==> src/rtl/sprite_line_eval_pkg.sv <==
// Shared sprite constants and the 32-bit OAM/view entry layout.
// Used by the line evaluator and the tile renderers.
package sprite_line_eval_pkg;

    localparam int SPR_OAM_DEPTH = 64;
    localparam int SPRITE_NUM_MAX = 8;
    localparam int SPR_TILE_H = 8;
    localparam logic [31:0] SPR_EMPTY_ENTRY = 32'hFFFF_0000;

    localparam int POSX_HI = 31;
    localparam int POSX_LO = 24;
    localparam int POSY_HI = 23;
    localparam int POSY_LO = 16;
    localparam int TILE_HI = 15;
    localparam int TILE_LO = 8;
    localparam int ATTR_HI = 7;
    localparam int ATTR_LO = 0;

    typedef struct packed {
        logic [7:0] posX;
        logic [7:0] posY;
        logic [7:0] tileIndex;
        logic       hFlip;
        logic       vFlip;
        logic [1:0] paletteChoice;
        logic [3:0] reserved;
    } spriteEntry_t;

    function automatic logic [7:0] entryPosY(input logic [31:0] e);
        return e[POSY_HI:POSY_LO];
    endfunction

endpackage

==> src/rtl/sprite_y_hit.sv <==
// Vertical sprite/line intersection test in 9-bit space.
// Sprites near the bottom never wrap back to line 0.
module sprite_y_hit
    import sprite_line_eval_pkg::*;
#(
    parameter int TILE_H = SPR_TILE_H
) (
    input  logic [7:0] posY,
    input  logic [7:0] line,
    output logic       hit
);

    logic [8:0] yTop;
    logic [8:0] yEnd;
    logic [8:0] lineExt;

    assign yTop    = {1'b0, posY};
    assign yEnd    = yTop + 9'(TILE_H);
    assign lineExt = {1'b0, line};
    assign hit     = (yTop <= lineExt) && (lineExt < yEnd);

endmodule

==> src/rtl/sprite_line_eval.sv <==
// Per-line OAM scan that copies visible sprites into the view RAM bank
// the renderer will read on the following line.
module sprite_line_eval
    import sprite_line_eval_pkg::*;
#(
    parameter int          OAM_DEPTH   = SPR_OAM_DEPTH,
    parameter int          VIEW_DEPTH  = SPRITE_NUM_MAX,
    parameter int          TILE_H      = SPR_TILE_H,
    parameter logic [31:0] EMPTY_ENTRY = SPR_EMPTY_ENTRY,
    localparam int AW = $clog2(OAM_DEPTH),
    localparam int VW = $clog2(VIEW_DEPTH),
    localparam int CW = VW + 1
) (
    input  logic          clk,
    input  logic          rstn,
    input  logic          lineStart,
    input  logic [7:0]    targetLine,
    output logic [AW-1:0] oamAddr,
    input  logic [31:0]   oamData,
    output logic          viewWe,
    output logic [VW-1:0] viewAddr,
    output logic [31:0]   viewData,
    output logic          viewBank,
    output logic [CW-1:0] viewCount,
    output logic          overflow,
    output logic          busy,
    output logic          done
);

    localparam logic [1:0] IDLE = 2'd0;
    localparam logic [1:0] SCAN = 2'd1;
    localparam logic [1:0] FILL = 2'd2;
    localparam logic [1:0] DONE = 2'd3;

    logic [1:0]    state;
    logic [7:0]    line;
    logic          rdValid;
    logic          issueDone;
    logic [CW-1:0] fillPtr;
    logic          yHit;
    logic          hit;
    logic          full;
    logic [CW-1:0] countNext;

    sprite_y_hit #(.TILE_H(TILE_H)) uYHit (
        .posY (entryPosY(oamData)),
        .line (line),
        .hit  (yHit)
    );

    assign hit       = (state == SCAN) && rdValid && yHit;
    assign full      = (viewCount == CW'(VIEW_DEPTH));
    assign countNext = (hit && !full) ? viewCount + CW'(1) : viewCount;
    assign done      = (state == DONE);

    always_comb begin
        viewWe   = 1'b0;
        viewAddr = '0;
        viewData = '0;
        if (hit && !full) begin
            viewWe   = 1'b1;
            viewAddr = viewCount[VW-1:0];
            viewData = oamData;
        end else if (state == FILL) begin
            viewWe   = 1'b1;
            viewAddr = fillPtr[VW-1:0];
            viewData = EMPTY_ENTRY;
        end
    end

    always_ff @(posedge clk) begin
        if (!rstn) begin
            state     <= IDLE;
            line      <= '0;
            rdValid   <= 1'b0;
            issueDone <= 1'b0;
            fillPtr   <= '0;
            oamAddr   <= '0;
            viewBank  <= 1'b0;
            viewCount <= '0;
            overflow  <= 1'b0;
            busy      <= 1'b0;
        end else begin
            unique case (state)
                IDLE: begin
                    if (lineStart) begin
                        line      <= targetLine;
                        viewBank  <= ~viewBank;
                        viewCount <= '0;
                        overflow  <= 1'b0;
                        oamAddr   <= '0;
                        rdValid   <= 1'b0;
                        issueDone <= 1'b0;
                        busy      <= 1'b1;
                        state     <= SCAN;
                    end
                end
                SCAN: begin
                    // issue runs one address ahead of the check
                    rdValid <= !issueDone;
                    if (!issueDone) begin
                        if (oamAddr == AW'(OAM_DEPTH - 1))
                            issueDone <= 1'b1;
                        else
                            oamAddr <= oamAddr + AW'(1);
                    end
                    viewCount <= countNext;
                    if (hit && full) begin
                        overflow <= 1'b1;
                        state    <= DONE;
                    end else if (issueDone) begin
                        fillPtr <= countNext;
                        state   <= (countNext == CW'(VIEW_DEPTH)) ? DONE : FILL;
                    end
                end
                FILL: begin
                    fillPtr <= fillPtr + CW'(1);
                    if (fillPtr == CW'(VIEW_DEPTH - 1))
                        state <= DONE;
                end
                DONE: begin
                    busy  <= 1'b0;
                    state <= IDLE;
                end
                default: state <= IDLE;
            endcase
        end
    end

endmodule

==> config.mk <==
export PLATFORM = sky130hd
export DESIGN_NAME = sprite_line_eval
export DESIGN_NICKNAME = d
export VERILOG_FILES = /design/src/rtl/sprite_line_eval_pkg.sv /design/src/rtl/sprite_y_hit.sv /design/src/rtl/sprite_line_eval.sv
export SDC_FILE = /design/constraint.sdc
export NUM_CORES = 1
export LEC_CHECK = 0
export ABC_AREA = 1
export BUFFER_PORTS_ARGS = -buffer_cell sky130_fd_sc_hd__clkbuf_2
export CORE_MARGIN = 3
export CORE_UTILIZATION = 50
export CTS_BUF_LIST = sky130_fd_sc_hd__clkbuf_16
export DETAILED_ROUTE_END_ITERATION = 7
export PLACE_DENSITY = 0.95
export SYNTH_ARGS = -nofsm -noshare
export SYNTH_HDL_FRONTEND = slang
export SYNTH_SLANG_ARGS = --single-unit
==> constraint.sdc <==
create_clock -name clk -period 3.05 [get_ports clk]
set_input_delay 0.305 -clock clk [delete_from_list [all_inputs] [get_ports clk]]
set_output_delay 0.305 -clock clk [all_outputs]
set_load 0.02 [all_outputs]
==> results.py <==
metrics = {
    "sta": {
        "fin_crit_sh_pct": 91.5,
        "slew_headroom_pct": 71.2,
        "hold_viol": 0,
        "setup_tns_ns": 0,
        "post-route-min-period_ns": 2.79,
        "grt_setup_unrepaired": "true",
        "maxSlewViolCount": 0,
        "fmax_mhz": 358,
        "fin_skew_ns": 0.00678,
        "tightest_slew_ns": 0.427,
        "setup_violations": 0,
    },
    "global_routing": {
        "grt_pass1_wl_mm": 9.79,
        "grt_pass1_vias": 2290,
        "grt_max_degree": 23,
        "grt_usage_pct": 23.4,
        "antenna_found_initial": 0,
        "overflow": 0,
    },
    "placed_design": {
        "portBuffers": 92,
        "post_dp_cell_area_mm2": 0.00273,
        "dp.cells": 488,
        "place_congestion": 0.913,
        "dp_hpwl_mm": 4.69,
    },
    "cts": {
        "cts-hold-fix-buffers": 0,
        "clk_pin_slew_ns": 0.05,
        "cts_tree": "built",
        "root_buffer": "clkbuf_16",
        "numCtsBuffers": 5,
        "clock_latency_ns": 0.28,
        "clock_path_buffers": 2,
        "htreeDepth": 2,
        "clock-sinks": 29,
    },
    "routing": {
        "drt_iter0_drc": 119,
        "wl_mm": 5.90,
        "drtAntennaViolNets": 0,
        "drc": 0,
        "num_vias": 2475,
        "dr.pass1.iters": 4,
        "wl_per_cell_um": 11.9,
        "vias_per_cell": 4.99,
    },
    "synth": {
        "postSynthCellCount": 353,
        "synth_cell_type_count": 31,
        "yosysSeqAreaShare_pct": 26.0,
        "synth_xor_area_share_pct": 2.74,
        "synth.cell_area_mm2": 0.00223,
        "synth_warnings": 0,
        "synthAdderAreaFrac_pct": 14.0,
        "synth_area_leaders": "dfxtp_1 26%, nand2_1 15%, ha_1 14%, inv_1 11%, a21oi_1 7.6%",
        "ys_seq_elements": 29,
        "yosys.area_share.simple_pct": 27.9,
        "synthMuxAreaShare_pct": 0,
        "synth_nets": 421,
        "synth_top_cell_area_share_pct": 26.0,
        "synth_compound_area_share_pct": 16.1,
        "synth_top_family_by_area": "simple AND/OR/NAND/NOR gates",
        "avgSynthCellArea_um2": 6.33,
        "yosys.area.top_type": "dfxtp_1",
    },
    "critical_path": {
        "path_class": "in -> out",
        "end_kind": "primary output",
        "path_max_fanout": 17,
        "reg2reg_depth": 19,
        "crit_path_start_kind": "input pin",
        "worstPathArrival_ns": 2.49,
        "cp.required_ns": 2.74,
    },
    "power_and_ir_drop": {
        "ir_drop_mv": 0.418,
        "p_total_mw": 1.89,
        "p_per_area_mw_per_mm2": 656,
        "p_leak_nw": 1.63,
    },
    "min_path": {
        "hold_path_depth": 3,
        "hp-class": "in -> reg",
    },
    "layout": {
        "seq_area_um2": 581,
        "layout.cells.non_filler": 496,
        "diodes": 0,
        "area_growth_pct": 28.7,
        "layout-drive-gt1-share_pct": 24.9,
        "nets": 513,
        "fillCellCount": 369,
        "multiInputGateArea_mm2": 0.00136,
        "fin_area_mm2": 0.00288,
    },
    "floorplanning": {
        "rows": 23,
        "dieArea_mm2": 0.00531,
        "initial_core_util_pct": 53.9,
        "io-pin-count": 93,
        "core_mm2": 0.00414,
        "die_h_um": 72.9,
        "die_width_um": 72.9,
    },
    "job": {
        "max_cap_viol_count": 0,
    },
    "run_status": {
        "status": "finished, final reports clean",
    },
}
-- cell families after synthesis --
family,after synthesis
buffers and inverters,76
and+or+nand+nor,148
AOI/OAI and AO/OA,68
xor gates and xnor gates,7
DFF,29
adders and majority gates,25
-- registers in the layout (all words and copies together) (netlist names), 2 cells and up --
register and cells:
fillPtr 4, state 2, viewCount 4, line 8, oamAddr 6
-- worst paths after layout --
| check | startpoint | slack [ns] | endpoint |
|---|---|---|---|
| setup / recovery | oamData[19] | 0.26 | viewAddr[0] |
| hold / removal | targetLine[5] | 0.31 | line[5] |
| setup reg to reg | line[3] | 0.62 | state[0] |
| hold reg to reg | rdValid | 0.46 | rdValid |
-- cell usage after synthesis --
cell type,n
and3_1,1
a31oi_1,1
nor2_4,1
a21boi_0,1
o41ai_1,1
nand2_1,90
o21ai_0,19
nand4_1,5
clkinv_1,2
a21oi_1,34
xor2_1,6
o21bai_1,1
buf_2,3
nor3_1,5
nor2_2,1
o22ai_1,1
or2_1,1
nand3_1,13
a21oi_2,1
nand2_2,2
o21ai_1,7
dfxtp_1,29
buf_6,1
nand3_2,2
inv_1,63
nor2_1,27
a211oi_1,2
inv_2,1
xnor2_1,1
clkbuf_1,6
ha_1,25
-- critical path: stages --
cell	delay, ns
clkbuf_2	0.14
ha_1	0.30
inv_1	0.04
ha_1	0.28
inv_1	0.05
nor2_1	0.15
nand3_1	0.10
nand3_1	0.09
nand2_1	0.05
nand2_1	0.05
nand2_1	0.12
nand3_2	0.18
nand2_2	0.20
o22ai_1	0.20
clkbuf_2	0.20
-- where the power goes --
part	leakage (nW)	internal [mW]	switching, mW
combinational	1.32	0.304	0.594
clock	0.0748	0.295	0.169
sequential	0.238	0.464	0.0602
-- per-stage QoR --
stage | hold WS (ns) | util, % | setup WS [ns]
floorplan | 0.441 | - | 0.525
global placement | 0.452 | 65.9 | 0.301
detailed placement | 0.455 | 65.9 | 0.179
CTS | 0.308 | 69.3 | 0.128
global route | 0.342 | 69.4 | -0.00248
finish | 0.311 | 69.4 | 0.258
-- area by class of cell --
| type | count | share of cell area (%) |
|---|---|---|
| tap | 50 | 2.17 |
| timing repair buffer | 95 | 16.9 |
| clock buffer | 5 | 4.35 |
| multi-input combinational | 248 | 47.3 |
| inverter | 66 | 8.61 |
| sequential | 29 | 20.2 |
| clock inverter | 3 | 0.478 |
-- per-layer routing --
| metal | vias up | part of all wire, % | GRT usage [%] |
|---|---|---|---|
| li1 | 1301 | - | - |
| met1 | 1067 | 41 | 26.2 |
| met2 | 96 | 47 | 41.8 |
| met3 | 11 | 9.9 | 5.23 |
| met4 | 0 | 1.7 | 10.5 |
| met5 | - | 0 | 0 |
-- layout by cell type, fill, tap and decap left out, drive strengths merged --
| cell | synthesis | layout |
|---|---|---|
| a31oi | 1 | 1 |
| a211oi | 2 | 2 |
| buf | 4 | 3 |
| nor2 | 29 | 29 |
| nand4 | 5 | 5 |
| ha | 25 | 25 |
| a21boi | 1 | 1 |
| or2 | 1 | 1 |
| dfxtp | 29 | 29 |
| clkbuf | 6 | 97 |
| clkinv | 2 | 4 |
| a21oi | 35 | 35 |
| o41ai | 1 | 1 |
| nand3 | 15 | 15 |
| xnor2 | 1 | 1 |
| and3 | 1 | 1 |
| o21ai | 26 | 26 |
| o22ai | 1 | 1 |
| xor2 | 6 | 6 |
| o21bai | 1 | 1 |
| nor3 | 5 | 5 |
| inv | 64 | 65 |
| nand2 | 92 | 92 |
-- timing repair --
action | in CTS | in global routing
setup buffers | 0 | 0
setup endpoints to repair | 0 | 19
endpoints found under the hold margin | 0 | 0
gates resized for setup | 0 | 2
Note: power is estimated with default switching activity, not from simulation.
